===== config.mk =====
export PLATFORM = sky130hd
export DESIGN_NAME = hamming_dist_accum_flat
export DESIGN_NICKNAME = d
export VERILOG_FILES = /design/src/rtl/hd_pkg.sv /design/src/rtl/hamming_dist_accum_if.sv /design/src/rtl/hamming_dist_accum_lut4.sv /design/src/rtl/hamming_dist_accum.sv /design/src/flat_wrapper.sv
export SDC_FILE = /design/constraint.sdc
export NUM_CORES = 1
export LEC_CHECK = 0
export CAP_MARGIN = 30
export CORE_MARGIN = 8
export CORE_UTILIZATION = 35
export DETAILED_ROUTE_END_ITERATION = 8
export GPL_ROUTABILITY_DRIVEN = 0
export HOLD_SLACK_MARGIN = 0.1
export PLACE_DENSITY_LB_ADDON = 0.3
export SETUP_SLACK_MARGIN = 0.4
export SLEW_MARGIN = 10
export SYNTH_ARGS = -nofsm -noshare
export SYNTH_HDL_FRONTEND = slang
export SYNTH_SLANG_ARGS = --single-unit

===== constraint.sdc =====
create_clock -name clk -period 6.15 [get_ports clk]
set_input_delay 1.23 -clock clk [delete_from_list [all_inputs] [get_ports clk]]
set_output_delay 1.23 -clock clk [all_outputs]
set_load 0.03 [all_outputs]

===== src/rtl/hd_pkg.sv =====
// rtl/hd_pkg.sv - shared state encoding and width helpers for the Hamming-distance accumulator
package hd_pkg;

    typedef enum logic [2:0] {
        IDLE   = 3'd0,
        ACCEPT = 3'd1,
        SCAN   = 3'd2,
        UPDATE = 3'd3,
        FINISH = 3'd4
    } state_t;

    // Distance width: must hold the value WIDTH itself
    function automatic int dw_of(input int width);
        return $clog2(width + 1);
    endfunction

    function automatic int nib_of(input int width);
        return width / 4;
    endfunction

    function automatic int idx_w_of(input int width);
        return (width > 4) ? $clog2(width / 4) : 1;
    endfunction

endpackage


===== src/rtl/hamming_dist_accum_if.sv =====
// rtl/hamming_dist_accum_if.sv - word-pair input stream with valid/ready handshake
interface hamming_dist_accum_if #(
    parameter int WIDTH = 16
) ();

    logic             in_valid;
    logic             in_ready;
    logic [WIDTH-1:0] in_a;
    logic [WIDTH-1:0] in_b;
    logic             in_last;

    modport master (
        output in_valid,
        output in_a,
        output in_b,
        output in_last,
        input  in_ready
    );

    modport slave (
        input  in_valid,
        input  in_a,
        input  in_b,
        input  in_last,
        output in_ready
    );

endinterface


===== src/rtl/hamming_dist_accum_lut4.sv =====
// rtl/hamming_dist_accum_lut4.sv - 4-bit popcount lookup table
module hamming_dist_accum_lut4 (
    input  logic [3:0] nib,
    output logic [2:0] cnt
);

    always_comb begin
        cnt = 3'd0;
        case (nib)
            4'h0: cnt = 3'd0;
            4'h1: cnt = 3'd1;
            4'h2: cnt = 3'd1;
            4'h3: cnt = 3'd2;
            4'h4: cnt = 3'd1;
            4'h5: cnt = 3'd2;
            4'h6: cnt = 3'd2;
            4'h7: cnt = 3'd3;
            4'h8: cnt = 3'd1;
            4'h9: cnt = 3'd2;
            4'hA: cnt = 3'd2;
            4'hB: cnt = 3'd3;
            4'hC: cnt = 3'd2;
            4'hD: cnt = 3'd3;
            4'hE: cnt = 3'd3;
            4'hF: cnt = 3'd4;
        endcase
    end

endmodule


===== src/rtl/hamming_dist_accum.sv =====
// rtl/hamming_dist_accum.sv - nibble-serial Hamming distance with per-batch min/max/count
module hamming_dist_accum
    import hd_pkg::*;
#(
    parameter int WIDTH = 16,
    parameter int CNT_W = 8,
    localparam int DW   = dw_of(WIDTH)
) (
    input  logic                  clk,
    input  logic                  rst_n,
    input  logic                  start,
    hamming_dist_accum_if.slave   s_in,
    output logic                  dist_valid,
    output logic [DW-1:0]         dist_out,
    output logic [DW-1:0]         min_dist,
    output logic [DW-1:0]         max_dist,
    output logic [CNT_W-1:0]      pair_cnt,
    output logic                  busy,
    output logic                  done
);

    localparam int NIB = nib_of(WIDTH);
    localparam int IW  = idx_w_of(WIDTH);
    localparam logic [CNT_W-1:0] CNT_MAX = '1;

    state_t          state, state_nxt;
    logic [WIDTH-1:0] x;
    logic            last_q;
    logic [DW-1:0]   sum;
    logic [DW-1:0]   sum_nxt;
    logic [IW-1:0]   idx;
    logic [2:0]      nib_cnt;
    logic            scan_end;

    hamming_dist_accum_lut4 u_lut (
        .nib (x[3:0]),
        .cnt (nib_cnt)
    );

    assign sum_nxt  = sum + DW'(nib_cnt);
    assign scan_end = (state == SCAN) && (idx == IW'(NIB - 1));

    always_ff @(posedge clk or negedge rst_n) begin
        if (!rst_n) begin
            state <= IDLE;
        end else begin
            state <= state_nxt;
        end
    end

    always_comb begin
        state_nxt     = state;
        s_in.in_ready = 1'b0;
        busy          = (state != IDLE);
        dist_valid    = 1'b0;
        done          = 1'b0;
        case (state)
            IDLE: begin
                if (start) state_nxt = ACCEPT;
            end
            ACCEPT: begin
                s_in.in_ready = 1'b1;
                if (s_in.in_valid) state_nxt = SCAN;
            end
            SCAN: begin
                if (scan_end) state_nxt = UPDATE;
            end
            UPDATE: begin
                dist_valid = 1'b1;
                state_nxt  = last_q ? FINISH : ACCEPT;
            end
            FINISH: begin
                done      = 1'b1;
                state_nxt = IDLE;
            end
            default: state_nxt = IDLE;
        endcase
    end

    // dist_out is loaded on the final SCAN edge so it is already stable while dist_valid is high
    always_ff @(posedge clk or negedge rst_n) begin
        if (!rst_n) begin
            x        <= '0;
            last_q   <= 1'b0;
            sum      <= '0;
            idx      <= '0;
            dist_out <= '0;
            min_dist <= DW'(WIDTH);
            max_dist <= '0;
            pair_cnt <= '0;
        end else begin
            case (state)
                IDLE: begin
                    if (start) begin
                        min_dist <= DW'(WIDTH);
                        max_dist <= '0;
                        pair_cnt <= '0;
                    end
                end
                ACCEPT: begin
                    if (s_in.in_valid) begin
                        x      <= s_in.in_a ^ s_in.in_b;
                        last_q <= s_in.in_last;
                        sum    <= '0;
                        idx    <= '0;
                    end
                end
                SCAN: begin
                    sum <= sum_nxt;
                    x   <= x >> 4;
                    idx <= idx + IW'(1);
                    if (scan_end) dist_out <= sum_nxt;
                end
                UPDATE: begin
                    if (dist_out < min_dist) min_dist <= dist_out;
                    if (dist_out > max_dist) max_dist <= dist_out;
                    if (pair_cnt != CNT_MAX) pair_cnt <= pair_cnt + CNT_W'(1);
                end
                default: ;
            endcase
        end
    end

endmodule


===== src/flat_wrapper.sv =====
// flat-port wrapper written by rule: the top's interface ports become plain ports
module hamming_dist_accum_flat import hd_pkg::*;
#(
    parameter int WIDTH = 16,
    parameter int CNT_W = 8,
    localparam int DW   = dw_of(WIDTH)
)
  (clk, rst_n, start, dist_valid, dist_out, min_dist, max_dist, pair_cnt, busy, done, s_in_in_valid, s_in_in_a, s_in_in_b, s_in_in_last, s_in_in_ready);
  hamming_dist_accum_if #(.WIDTH(WIDTH)) s_in_i ();
  input  logic clk;
  input  logic rst_n;
  input  logic start;
  output logic dist_valid;
  output logic [DW-1:0] dist_out;
  output logic [DW-1:0] min_dist;
  output logic [DW-1:0] max_dist;
  output logic [CNT_W-1:0] pair_cnt;
  output logic busy;
  output logic done;
  input wire logic [$bits(s_in_i.in_valid)-1:0] s_in_in_valid;
  input wire logic [$bits(s_in_i.in_a)-1:0] s_in_in_a;
  input wire logic [$bits(s_in_i.in_b)-1:0] s_in_in_b;
  input wire logic [$bits(s_in_i.in_last)-1:0] s_in_in_last;
  output wire logic [$bits(s_in_i.in_ready)-1:0] s_in_in_ready;
  assign s_in_i.in_valid = s_in_in_valid;
  assign s_in_i.in_a = s_in_in_a;
  assign s_in_i.in_b = s_in_in_b;
  assign s_in_i.in_last = s_in_in_last;
  assign s_in_in_ready = s_in_i.in_ready;
  hamming_dist_accum #(.WIDTH(WIDTH), .CNT_W(CNT_W)) u_core (.clk(clk), .rst_n(rst_n), .start(start), .s_in(s_in_i), .dist_valid(dist_valid), .dist_out(dist_out), .min_dist(min_dist), .max_dist(max_dist), .pair_cnt(pair_cnt), .busy(busy), .done(done));
endmodule

==> metrics.yaml <==
floorplanning:
  die_w_um: 106
  die_h_um: 106
  io_pins: 64
  coreArea_sq_um: 8010
  die_area_sq_um: 11200
  start_util_pct: 35.4
  placementRows: 33
place:
  dpl_cell_area_sq_um: 3520
  hpwl_um: 4340
  pre_cts_ws_ps: 3190
  io_buffers: 63
clocking:
  cts_root_buf: "clkbuf_8"
  clock_path_buffers: 2
  cts_resized: 0
  cts_setup_buffers: 0
  holdBufCountCts: 0
  clk_pin_slew_ps: 90
  cts_max_level: 2
  clock-sinks: 50
  cts_tree: "yes"
  cts_buffers: 5
  clk_latency_ps: 310
routing:
  vias: 2236
  wire_per_inst_um: 12.4
  first_pass_iters: 4
  avgViaCountPerCell: 4.83
  drtAntennaViolNets: 0
  drc: 0
  drt_iter0_markers: 54
  wl_um: 5760
sta:
  clock.fmax_ghz: 0.304
  slew_headroom_pct: 58.0
  slew_viol_final: 0
  finClkSkew_ps: 13.9
  finalCriticalPeriod_ps: 3290
  final.period_utilization_pct: 53.5
  setup_viol: 0
  fin_tns_setup_ps: 0
  finalHoldViolations: 0
  rsz0062_at_grt: "no"
  worstMarginPinSlew_ps: 630
  setup_slack_ps: 2860
min_path:
  min_from: "u_core.x[14]"
  hp-class: "flop to flop"
  worstHoldPathCells: 2
  hold_end: "u_core.x[10]"
power_and_ir_drop:
  combPwrFrac_pct: 50.6
  clock_power_share_pct: 14.0
  intPower_uw: 952
  p_per_area_nw_per_um2: 456
  power.net_switching_uw: 703
  peakVddDrop_mv: 0.140
  leakage_nw: 1.53
  seqPwrFrac_pct: 35.4
  sw_frac_of_total_pct: 42.5
setup_path:
  cp-end-kind: "output pin"
  worstPathArrival_ps: 2060
  r2r_end: "u_core.sum[4]"
  ff2ff_setup_slack_ps: 3940
  ff2ff_path_depth: 10
  worst_ep_required_time_ps: 4920
  crit_fanout: 14
  r2r-start: "u_core.x[0]"
  crit_start: "u_core.state[1]"
  startpoint_type: "flop"
  critical_path_class: "flop to output pin"
synth:
  yosysTopAreaCell: "dfrtp_1"
  synth_edf_count: 0
  synth_area_leaders: "dfrtp_1, o21ai_0, ha_1"
  synth_nets: 352
  synthArstFlopShare_pct: 100
  ys.flop_type: "dfrtp_1"
  yosysSeqAreaShare_pct: 44.2
  ys_seq_elements: 50
  netlist_area_sq_um: 2830
  synth_top_area_share_pct: 43.3
  yosys_warnings: 0
  yosys-top-cells-count: "dfrtp_1, nand2_1, o21ai_0"
  ys_types: 48
  syn_area_per_cell_sq_um: 9.54
  synth_cells: 297
grt:
  grt_overflow: 0
  antenna_found_initial: 0
  grt_pass1_wl_um: 10400
  first_global_vias: 2353
  grt_max_degree: 51
  track_usage_pct: 11.0
cells_and_area:
  design_area_sq_um: 3630
  syn_to_final_growth_pct: 28.2
  drive_gt1_share_pct: 6.98
  diodes: 0
  nets: 412
status:
  status: "complete, no violations"
job:
  drv_cap: 0
[power groups by stage]
stage | sequential [mW] | clock [mW] | combinational [mW]
floorplan | 0.625 | 0 | 0.569
global placement | 0.587 | 0 | 0.833
detailed placement | 0.592 | 0 | 0.857
CTS | 0.587 | 0.239 | 0.859
global route | 0.609 | 0.251 | 0.960
finish | 0.586 | 0.231 | 0.838
[layer usage]
layer  global-route usage [%]  up-vias  share of wire [%]
li1                         -     1129                  -
met1                     13.4     1034                 47
met4                     3.02        0                1.3
met3                     3.81        7                7.5
met2                     18.0       66                 44
met5                        0        -                  0
[through the flow]
| step | hold WS (ps) | cells | power, mW | util [%] |
|---|---|---|---|---|
| 5_1_grt | 514 | 463 | 1.82 | 45.3 |
| 6_report | 487 | 463 | 1.66 | 45.3 |
| 4_1_cts | 492 | 463 | 1.69 | 45.3 |
| 3_3_place_gp | 463 | 455 | 1.42 | 44.0 |
| 3_5_place_dp | 467 | 455 | 1.45 | 44.0 |
| 2_1_floorplan | 445 | 297 | 1.19 | - |
[worst max-delay path, stage by stage (launching register included)]
cell,delay [ps]
dfrtp_1,580
nand3b_4,260
inv_2,210
clkdlybuf4s50_1,700
[layout make-up]
cell class,instances,area [sq um]
Fill cell,776,4380
Tap cell,105,131
Sequential cell,50,1250
Multi-Input combinational cell,216,1430
Clock buffer,5,68.8
Clock inverter,3,40.0
Timing Repair Buffer,65,641
Inverter,19,71.3
[how the worst max path moves through the flow]
stage,endpoint,slack [ps],cells past startpoint
after floorplan,done,3660,2
final,dist_valid,2860,3
after detailed placement,dist_valid,3190,3
after global placement,dist_valid,3220,3
after CTS,dist_valid,2840,3
after global routing,dist_valid,2730,3
[cell families after synthesis]
group                      Yosys count  share of synthesized area, %
and+or+nand+nor                     91                          15.6
muxes                                4                          1.50
AOI/OAI and AO/OA                   81                          18.0
DFF                                 50                          44.2
xor gates and xnor gates            22                          6.80
buffers and inverters               31                          5.65
adders and majority gates           18                          8.22
[cells in the final DEF (no fill, tap or decap), types with 5 or more instances in the layout]
cell and instances:
ha_1 17, a22o_1 9, dfrtp_1 49, o21ai_0 43
clkdlybuf4s50_1 62, nand3_1 8, inv_1 18, xnor2_1 20
nand2_1 49, nor2_1 15, clkbuf_8 5, a21oi_1 7
[flip-flops by register name, indices dropped and copies added, names as in the netlist]
signal and flops:
u_core.dist_out 5, u_core.idx 2, u_core.last_q 1, u_core.max_dist 5
u_core.min_dist 5, u_core.pair_cnt 8, u_core.state 3, u_core.sum 5
u_core.x 16
No activity file was read; power rests on OpenSTA's default activity.
